[src/rtl/ro_puf_pkg.sv]
// Shared types and constants for the ring-oscillator PUF engine.
// Holds the FSM state encoding and the 8-bit Galois scrambler step.
package ro_puf_pkg;

    typedef enum logic [2:0] {
        IDLE,
        SETTLE,
        COUNT,
        COMPARE,
        DONE
    } state_t;

    localparam logic [7:0] LFSR_MASK  = 8'hB8;
    localparam logic [7:0] ZERO_SEED  = 8'hB8;
    localparam int         SETTLE_CYC = 2;

    // Galois form of x^8+x^6+x^5+x^4+1: shift right, fold the mask in on a 1 out.
    function automatic logic [7:0] lfsr_next(input logic [7:0] cur);
        return cur[0] ? ((cur >> 1) ^ LFSR_MASK) : (cur >> 1);
    endfunction

endpackage

[src/rtl/ro_edge_counter.sv]
// Synchronizes one oscillator line, detects rising edges and counts them
// into a saturating counter that is cleared while the engine settles.
module ro_edge_counter
    import ro_puf_pkg::*;
#(
    parameter int CNT_W = 16
) (
    input  logic             clk,
    input  logic             rst,
    input  logic             clr,
    input  logic             cnt_en,
    input  logic             din,
    output logic [CNT_W-1:0] count
);

    logic sync0;
    logic sync1;
    logic hist;
    logic rise;

    assign rise = sync1 & ~hist;

    // NOTE: sequential state uses <= only, so every flop samples pre-edge values.
    always_ff @(posedge clk or negedge rst) begin
        if (!rst) begin
            sync0 <= 1'b0;
            sync1 <= 1'b0;
            hist  <= 1'b0;
        end else begin
            sync0 <= din;
            sync1 <= sync0;
            // While clearing, hist tracks sync0 so the first counting cycle
            // never sees a false edge left over from the previously selected line.
            hist  <= clr ? sync0 : sync1;
        end
    end

    always_ff @(posedge clk or negedge rst) begin
        if (!rst) begin
            count <= '0;
        end else if (clr) begin
            count <= '0;
        end else if (cnt_en && rise && (count != {CNT_W{1'b1}})) begin
            count <= count + 1'b1;
        end
    end

endmodule

[src/rtl/ro_puf_engine.sv]
// Serialized RO PUF: scrambles the challenge with an LFSR, races one bank-A
// oscillator against one bank-B oscillator per bit and packs the results.
module ro_puf_engine
    import ro_puf_pkg::*;
#(
    parameter int NUM_RO = 16,
    parameter int RESP_W = 8,
    parameter int CNT_W  = 16,
    parameter int WINDOW = 1024
) (
    input  logic              clk,
    input  logic              rst,
    input  logic              start,
    input  logic [7:0]        chall_in,
    input  logic [NUM_RO-1:0] ro_out,
    output logic              ro_en,
    output logic              busy,
    output logic              ready,
    output logic [RESP_W-1:0] response
);

    localparam int HALF  = NUM_RO / 2;
    localparam int SEL_W = $clog2(HALF);
    localparam int CYC_W = $clog2(WINDOW + 1);
    localparam int IDX_W = (RESP_W > 1) ? $clog2(RESP_W) : 1;

    state_t             state;
    state_t             state_next;
    logic               start_ok;
    logic [CYC_W-1:0]   cyc_cnt;
    logic [IDX_W-1:0]   bit_idx;
    logic [7:0]         lfsr;
    logic [7:0]         seed;
    logic [SEL_W-1:0]   sel_a;
    logic [SEL_W-1:0]   sel_b;
    logic [HALF-1:0]    bank_a;
    logic [HALF-1:0]    bank_b;
    logic [CNT_W-1:0]   cnt_a;
    logic [CNT_W-1:0]   cnt_b;

    assign seed   = (chall_in == 8'h00) ? ZERO_SEED : chall_in;
    assign bank_a = ro_out[HALF-1:0];
    assign bank_b = ro_out[NUM_RO-1:HALF];

    // The LFSR only changes on SETTLE entry (load or advance out of COMPARE),
    // so selections taken from it are stable from SETTLE through COMPARE.
    assign sel_a = lfsr[SEL_W-1:0];
    assign sel_b = lfsr[7 -: SEL_W];

    assign ro_en = (state == SETTLE) || (state == COUNT);
    assign busy  = (state == SETTLE) || (state == COUNT) || (state == COMPARE);
    assign ready = (state == DONE);

    // NOTE: defaults first so every path assigns every output and no latch is inferred.
    always_comb begin
        state_next = state;
        start_ok   = 1'b0;
        unique case (state)
            IDLE, DONE: begin
                if (start) begin
                    state_next = SETTLE;
                    start_ok   = 1'b1;
                end
            end
            SETTLE: begin
                if (cyc_cnt == CYC_W'(SETTLE_CYC - 1)) state_next = COUNT;
            end
            COUNT: begin
                if (cyc_cnt == CYC_W'(WINDOW - 1)) state_next = COMPARE;
            end
            COMPARE: begin
                state_next = (bit_idx == IDX_W'(RESP_W - 1)) ? DONE : SETTLE;
            end
            default: state_next = IDLE;
        endcase
    end

    always_ff @(posedge clk or negedge rst) begin
        if (!rst) begin
            state   <= IDLE;
            cyc_cnt <= '0;
        end else begin
            state <= state_next;
            if ((state_next != state) || !((state == SETTLE) || (state == COUNT))) begin
                cyc_cnt <= '0;
            end else begin
                cyc_cnt <= cyc_cnt + 1'b1;
            end
        end
    end

    always_ff @(posedge clk or negedge rst) begin
        if (!rst) begin
            lfsr     <= ZERO_SEED;
            bit_idx  <= '0;
            response <= '0;
        end else if (start_ok) begin
            lfsr     <= seed;
            bit_idx  <= '0;
            response <= '0;
        end else if (state == COMPARE) begin
            lfsr              <= lfsr_next(lfsr);
            response[bit_idx] <= (cnt_a > cnt_b);
            bit_idx           <= bit_idx + 1'b1;
        end
    end

    ro_edge_counter #(.CNT_W(CNT_W)) u_cnt_a (
        .clk    (clk),
        .rst    (rst),
        .clr    (state == SETTLE),
        .cnt_en (state == COUNT),
        .din    (bank_a[sel_a]),
        .count  (cnt_a)
    );

    ro_edge_counter #(.CNT_W(CNT_W)) u_cnt_b (
        .clk    (clk),
        .rst    (rst),
        .clr    (state == SETTLE),
        .cnt_en (state == COUNT),
        .din    (bank_b[sel_b]),
        .count  (cnt_b)
    );

endmodule

[config.mk]
export PLATFORM = sky130hd
export DESIGN_NAME = ro_puf_engine
export DESIGN_NICKNAME = d
export VERILOG_FILES = /design/src/rtl/ro_puf_pkg.sv /design/src/rtl/ro_edge_counter.sv /design/src/rtl/ro_puf_engine.sv
export SDC_FILE = /design/constraint.sdc
export NUM_CORES = 1
export LEC_CHECK = 0
export BUFFER_PORTS_ARGS = -buffer_cell sky130_fd_sc_hd__buf_2
export CAP_MARGIN = 20
export CORE_MARGIN = 3
export CORE_UTILIZATION = 50
export DETAILED_ROUTE_END_ITERATION = 10
export HOLD_SLACK_MARGIN = 0.15
export PLACE_DENSITY = 0.77
export SETUP_SLACK_MARGIN = 0.3
export SYNTH_ARGS = -nofsm -noshare
export SYNTH_HDL_FRONTEND = slang
export SYNTH_SLANG_ARGS = --single-unit
[constraint.sdc]
create_clock -name clk -period 3.35 [get_ports clk]
set_input_delay 0.67 -clock clk [delete_from_list [all_inputs] [get_ports clk]]
set_output_delay 0.67 -clock clk [all_outputs]
set_load 0.005 [all_outputs]
* After elaboration in Yosys (flattened, before gate mapping)
Cells that the tools add are included.
W data, S select, Z words.
** Operators by class
- Add/sub/neg operators :: 4
- $mul :: 0
- Div/mod/pow operators :: 0
- Order comparisons :: 5
- Equality and inequality tests :: 10
- Shift operators :: 0
- Multiplexer cells :: 29
- Bitwise gates (word level) :: 5
- Reductions and logical operators :: 15
** Operators with widths (count)
- $mux W16 :: 4
- $mux W8 :: 6
- $add A16 B1 Y16 const B :: 2
- $ne A16 B16 Y1 const B :: 2
- $mux W3 :: 6
- $gt A16 B16 Y1 :: 1
- $lt A3 B4 Y1 const B :: 3
- $pmux W3 S4 :: 1
- $add A11 B1 Y11 const B :: 1
- $eq A11 B1 Y1 const B :: 1
- $eq A11 B10 Y1 const B :: 1
- $mux W11 :: 1
- $bwmux W8 :: 1
- $logic_not A8 Y1 :: 1
- $mux W1 :: 7
- $bmux W1 S3 :: 2
- $eq A3 B2 Y1 const B :: 2
- $eq A3 B3 Y1 const B :: 2
- $reduce_bool A2 Y1 :: 3
- $logic_and A1 B1 Y1 :: 5
- $not A3 Y4 :: 1
- $add A3 B1 Y3 const B :: 1
- $demux W1 S3 :: 1
- $eq A3 B1 Y1 const B :: 1
- 8 further kinds :: 12
** Storage, ports and cells
- Register bits after elaboration :: 71
- Latch bits :: 0
- Memory bits (writable) :: 0
- ROM bits :: 0
- Output and inout port bits :: 11
- Memories :: 0

* Depth between registers and ports, before layout
- Word-level depth :: 7
- Mapped depth :: 7
- Mapped depth without buffers :: 7

* Modules after synthesis
A second synthesis with hierarchy kept.
** Second synthesis, totals
- Cells, all modules :: 448
- Area, all modules :: 4285.4 um^2
** By module, submodules not included
- ro_puf_engine :: instances 1, cells each 242, area an instance 2263.4 um^2, sequential area each 830.8 um^2
- ro_edge_counter :: instances 2, cells each 103, area an instance 1011.0 um^2, sequential area each 475.5 um^2

* Worst setup path after synthesis
Ideal clock, no wire load.
- Path kind :: flip-flop to flip-flop
- Start point :: register u_cnt_b.count[7]
- End point :: register response[2]
- Setup time :: 160 ps
- Arrival time :: 2002 ps
- Path slack :: 1189 ps
- Cell stages (with the launch flop) :: 8
- Path buffers :: 0
- Path through :: dfrtp_1 -> inv_1 -> ha_1 -> a211oi_1 -> o21ai_0 -> o21a_1 -> nor4_1 -> o32ai_1
** On the way
- Cells in the longest elaborated chain, start to end :: 4
** RTL lines
- from (decl) :: line ro_edge_counter.sv:13 : output logic [CNT_W-1:0] count
- from (signal assigned) :: line ro_edge_counter.sv:44 : count <= count + 1'b1;
- $gt A16 B16 Y1 :: line ro_puf_engine.sv:103 : response[bit_idx] <= (cnt_a > cnt_b);
- $bwmux W8 :: line ro_puf_engine.sv:103
- $mux W8 :: line ro_puf_engine.sv:101 : end else if (state == COMPARE) begin
- $mux W8 :: line ro_puf_engine.sv:97 : end else if (start_ok) begin
- to (signal, indexed assignment) :: line ro_puf_engine.sv:103
- to (decl) :: line ro_puf_engine.sv:19 : output logic [RESP_W-1:0] response
No other way between the ends. The select of a mux whose other input is x is not followed.
A chain may end at the register's enable or synchronous reset.

* Worst setup path in the final report
- Start point :: register state[0]
- End point :: register u_cnt_b.count[7]
** On the way
- Cells in the longest elaborated chain, start to end :: 4
- Elaborated cells on any way between the ends :: 6
** RTL lines
- from (decl) :: line ro_puf_engine.sv:27 : state_t state;
- from (signal assigned) :: line ro_puf_engine.sv:83 : state <= state_next;
- $eq A3 B2 Y1 :: line ro_puf_engine.sv:121 : .cnt_en (state == COUNT),
- $logic_and A1 B1 Y1 (2 in series) :: line ro_edge_counter.sv:43 : end else if (cnt_en && rise && (count != {CNT_W{1'b1}})) begin
- $reduce_bool A2 Y1 (no line)
Several ways; a longest one is shown, not always the timed one.

==> metrics.yaml <==
job:
  cap_violations: 0
timing:
  rsz0062_at_grt: "no"
  fmax_mhz: 459
  skew_ns: 0.0102
  hold_viol: 0
  fin_setup_tns_ns: 0
  fin_crit_sh_pct: 65.1
  tightest_slew_ns: 0.987
  finalSetupViolations: 0
  period_needed_ns: 2.18
  drv_slew: 0
  relSlewSlack_pct: 33.6
global_routing:
  grt_use_total_pct: 20.5
  antenna_found_initial: 0
  grt_pass1_vias: 3116
  grt_max_degree: 30
  gr-total-overflow: 0
  grt_pass1_wl_um: 14800
outcome:
  run_status: "completed"
pwr:
  design_power_total_mw: 2.79
  p_comb_share_pct: 25.7
  seqPwrFrac_pct: 41.4
  power.switching_mw: 0.902
  p_leak_nw: 2.02
  power_frac_clock_pct: 32.9
  ir_worst_vdd_mv: 0.478
  power_density_mw_per_mm2: 603
  p_sw_share_pct: 32.3
  p_int_mw: 1.89
critical_path:
  crit_chain: "or3b_1, or4_1, or3_1, a21oi_1"
  cp_data_required_time_ns: 3.62
  worstSetupPathType: "reg2reg"
  startpoint_type: "flop"
  crit_arrival_ns: 2.45
  cpPeakStageDelay_ns: 0.67
  crit_fanout: 8
  cpMaxStageDelayCell: "or4_1"
  end_kind: "flop"
synthesis:
  synthCells: 438
  synth_flop_cell: "dfrtp_1"
  seq_area_frac_synth_pct: 43.9
  syn_area_mm2: 0.00406
  ys_seq_elements: 71
  syn_nets: 487
  yosysWarnings: 0
  synth.distinct_cells: 48
  synth.avg_cell_area_um2: 9.27
  synth_edf_count: 0
  synthArstFlopShare_pct: 100
route:
  wire_per_inst_um: 14.7
  wl_um: 8600
  first_iter_violations: 256
  dr.pass1.iters: 4
  vias: 3301
  drt_drc_violations_left: 0
  detail-route-antenna-nets: 0
  via_per_inst: 5.66
layout:
  final_cell_mix: "67 x dfrtp_1, 52 x nand2_1, 51 x nor2_1"
  insertedDiodeCount: 0
  layout-drive-gt1-share_pct: 15.0
  final_common_cell: "dfrtp_1"
  fillers: 679
  syn2layout_area_growth_pct: 13.9
  fin_nets: 525
floorplan:
  die_area_mm2: 0.00924
  die_height_um: 96.1
  num_rows: 32
  core-area_mm2: 0.00781
  die_w_um: 96.1
  io_pins: 38
  start_util_pct: 52.0
clock_network:
  cts_tree: "done"
  clock_latency_ns: 0.35
  cts_buffers: 9
  clock_sinks: 71
  cts_setup_buffers: 0
  cts.repair.resized: 0
  cts.htree.levels: 3
  clk_pin_slew_worst_paths_ns: 0.07
  postCtsHoldBufs: 0
  cts.path.max_buffers: 2
  root_buffer: "clkbuf_8"
placed_design:
  port_buffers: 37
  dp_hpwl_um: 6310
  gp_congestion: 0.822
hold_path:
  hold_path.class: "in2async"
state kept, by name, indices dropped and copies added (netlist names):
| signal | count |
|---|---|
| cyc_cnt | 11 |
| bit_idx | 3 |
| u_cnt_a.sync0 | 1 |
| u_cnt_a.count | 16 |
| u_cnt_b.count | 16 |
| state | 3 |
| u_cnt_b.sync1 | 1 |
| response | 8 |
| u_cnt_a.sync1 | 1 |
| u_cnt_a.hist | 1 |
| u_cnt_b.hist | 1 |
| lfsr | 8 |
| u_cnt_b.sync0 | 1 |
metal layers:
layer	up-vias	GRT usage (%)	wire length, um
met5	-	0	0
met4	0	7.11	18
met3	2	3.36	350
met2	63	32.7	4220
met1	1607	28.3	4000
li1	1629	-	-
final timing paths:
kind,slack [ns],from,endpoint,cells past startpoint
min in group clk,0.39,u_cnt_b.sync0,u_cnt_b.sync1,0
max in group asynchronous,2.31,rst,lfsr[5],2
min,0.26,rst,u_cnt_a.count[2],1
min reg2reg,0.39,u_cnt_b.sync0,u_cnt_b.sync1,0
max reg2reg,1.17,state[0],u_cnt_b.count[7],4
max,1.17,state[0],u_cnt_b.count[7],4
worst max-delay path: cells and delay by family (launching register included):
family | cells | cell delay, ns
AND/OR/NAND/NOR | 3 | 1.51
flip-flops | 1 | 0.45
AO/OA/AOI/OAI | 1 | 0.14
metrics by stage:
stage	std cells	util (%)	hold slack, ns	area (um2)	worst slack [ns]
detailed placement	567	55.8	0.375	4360	1.17
global route	583	59.3	0.289	4630	0.939
global placement	567	55.8	0.363	4360	1.23
floorplan	438	-	0.354	4060	1.19
CTS	583	59.3	0.268	4630	1.17
finish	583	59.3	0.263	4630	1.17
power groups by stage:
stage | Sequential (mW) | Combinational, mW | Clock, mW
6_report | 1.16 | 0.717 | 0.918
5_1_grt | 1.18 | 0.811 | 0.971
4_1_cts | 1.16 | 0.727 | 0.936
3_5_place_dp | 1.17 | 0.720 | 0
3_3_place_gp | 1.16 | 0.706 | 0
2_1_floorplan | 1.10 | 0.571 | 0
kinds of logic after synthesis:
group | after synthesis | synth area share, %
DFF | 71 | 43.9
adders and majority gates | 22 | 6.78
xor gates and xnor gates | 35 | 7.55
buffers and inverters | 38 | 3.60
and+or+nand+nor | 207 | 25.9
muxes | 10 | 3.76
AOI/OAI and AO/OA | 55 | 8.50
final cells by class:
cell class	count	area (um2)	area share, %
Clock buffer	11	141	3.06
Clock inverter	5	129	2.79
Inverter	23	86.3	1.87
Multi-Input combinational cell	329	2140	46.2
Sequential cell	71	1780	38.5
Tap cell	102	128	2.76
Timing Repair Buffer	42	223	4.81
synth_stat cells, types with 4 or more instances:
library cell / number / area [um2]
dfrtp_1: 67 / 1680
nor4_1: 12 / 75.1
and4_1: 4 / 35.0
a21oi_1: 11 / 55.1
a22oi_1: 4 / 30.0
nor4b_1: 4 / 35.0
dfstp_2: 4 / 105
nor2b_1: 4 / 25.0
inv_1: 23 / 86.3
o21ai_1: 9 / 45.0
ha_1: 22 / 275
nor2_1: 51 / 191
nor3b_1: 4 / 30.0
o31ai_1: 8 / 60.1
o21ai_0: 7 / 35.0
xnor2_1: 31 / 272
nand3_1: 21 / 105
clkbuf_1: 11 / 41.3
a31oi_1: 5 / 31.3
nand4_1: 18 / 113
nor3_1: 11 / 55.1
nand2_1: 52 / 195
xor2_1: 4 / 35.0
mux4_2: 4 / 90.1
and3_1: 4 / 25.0
mux2i_1: 4 / 40.0
(Power assumes the default switching activity.)
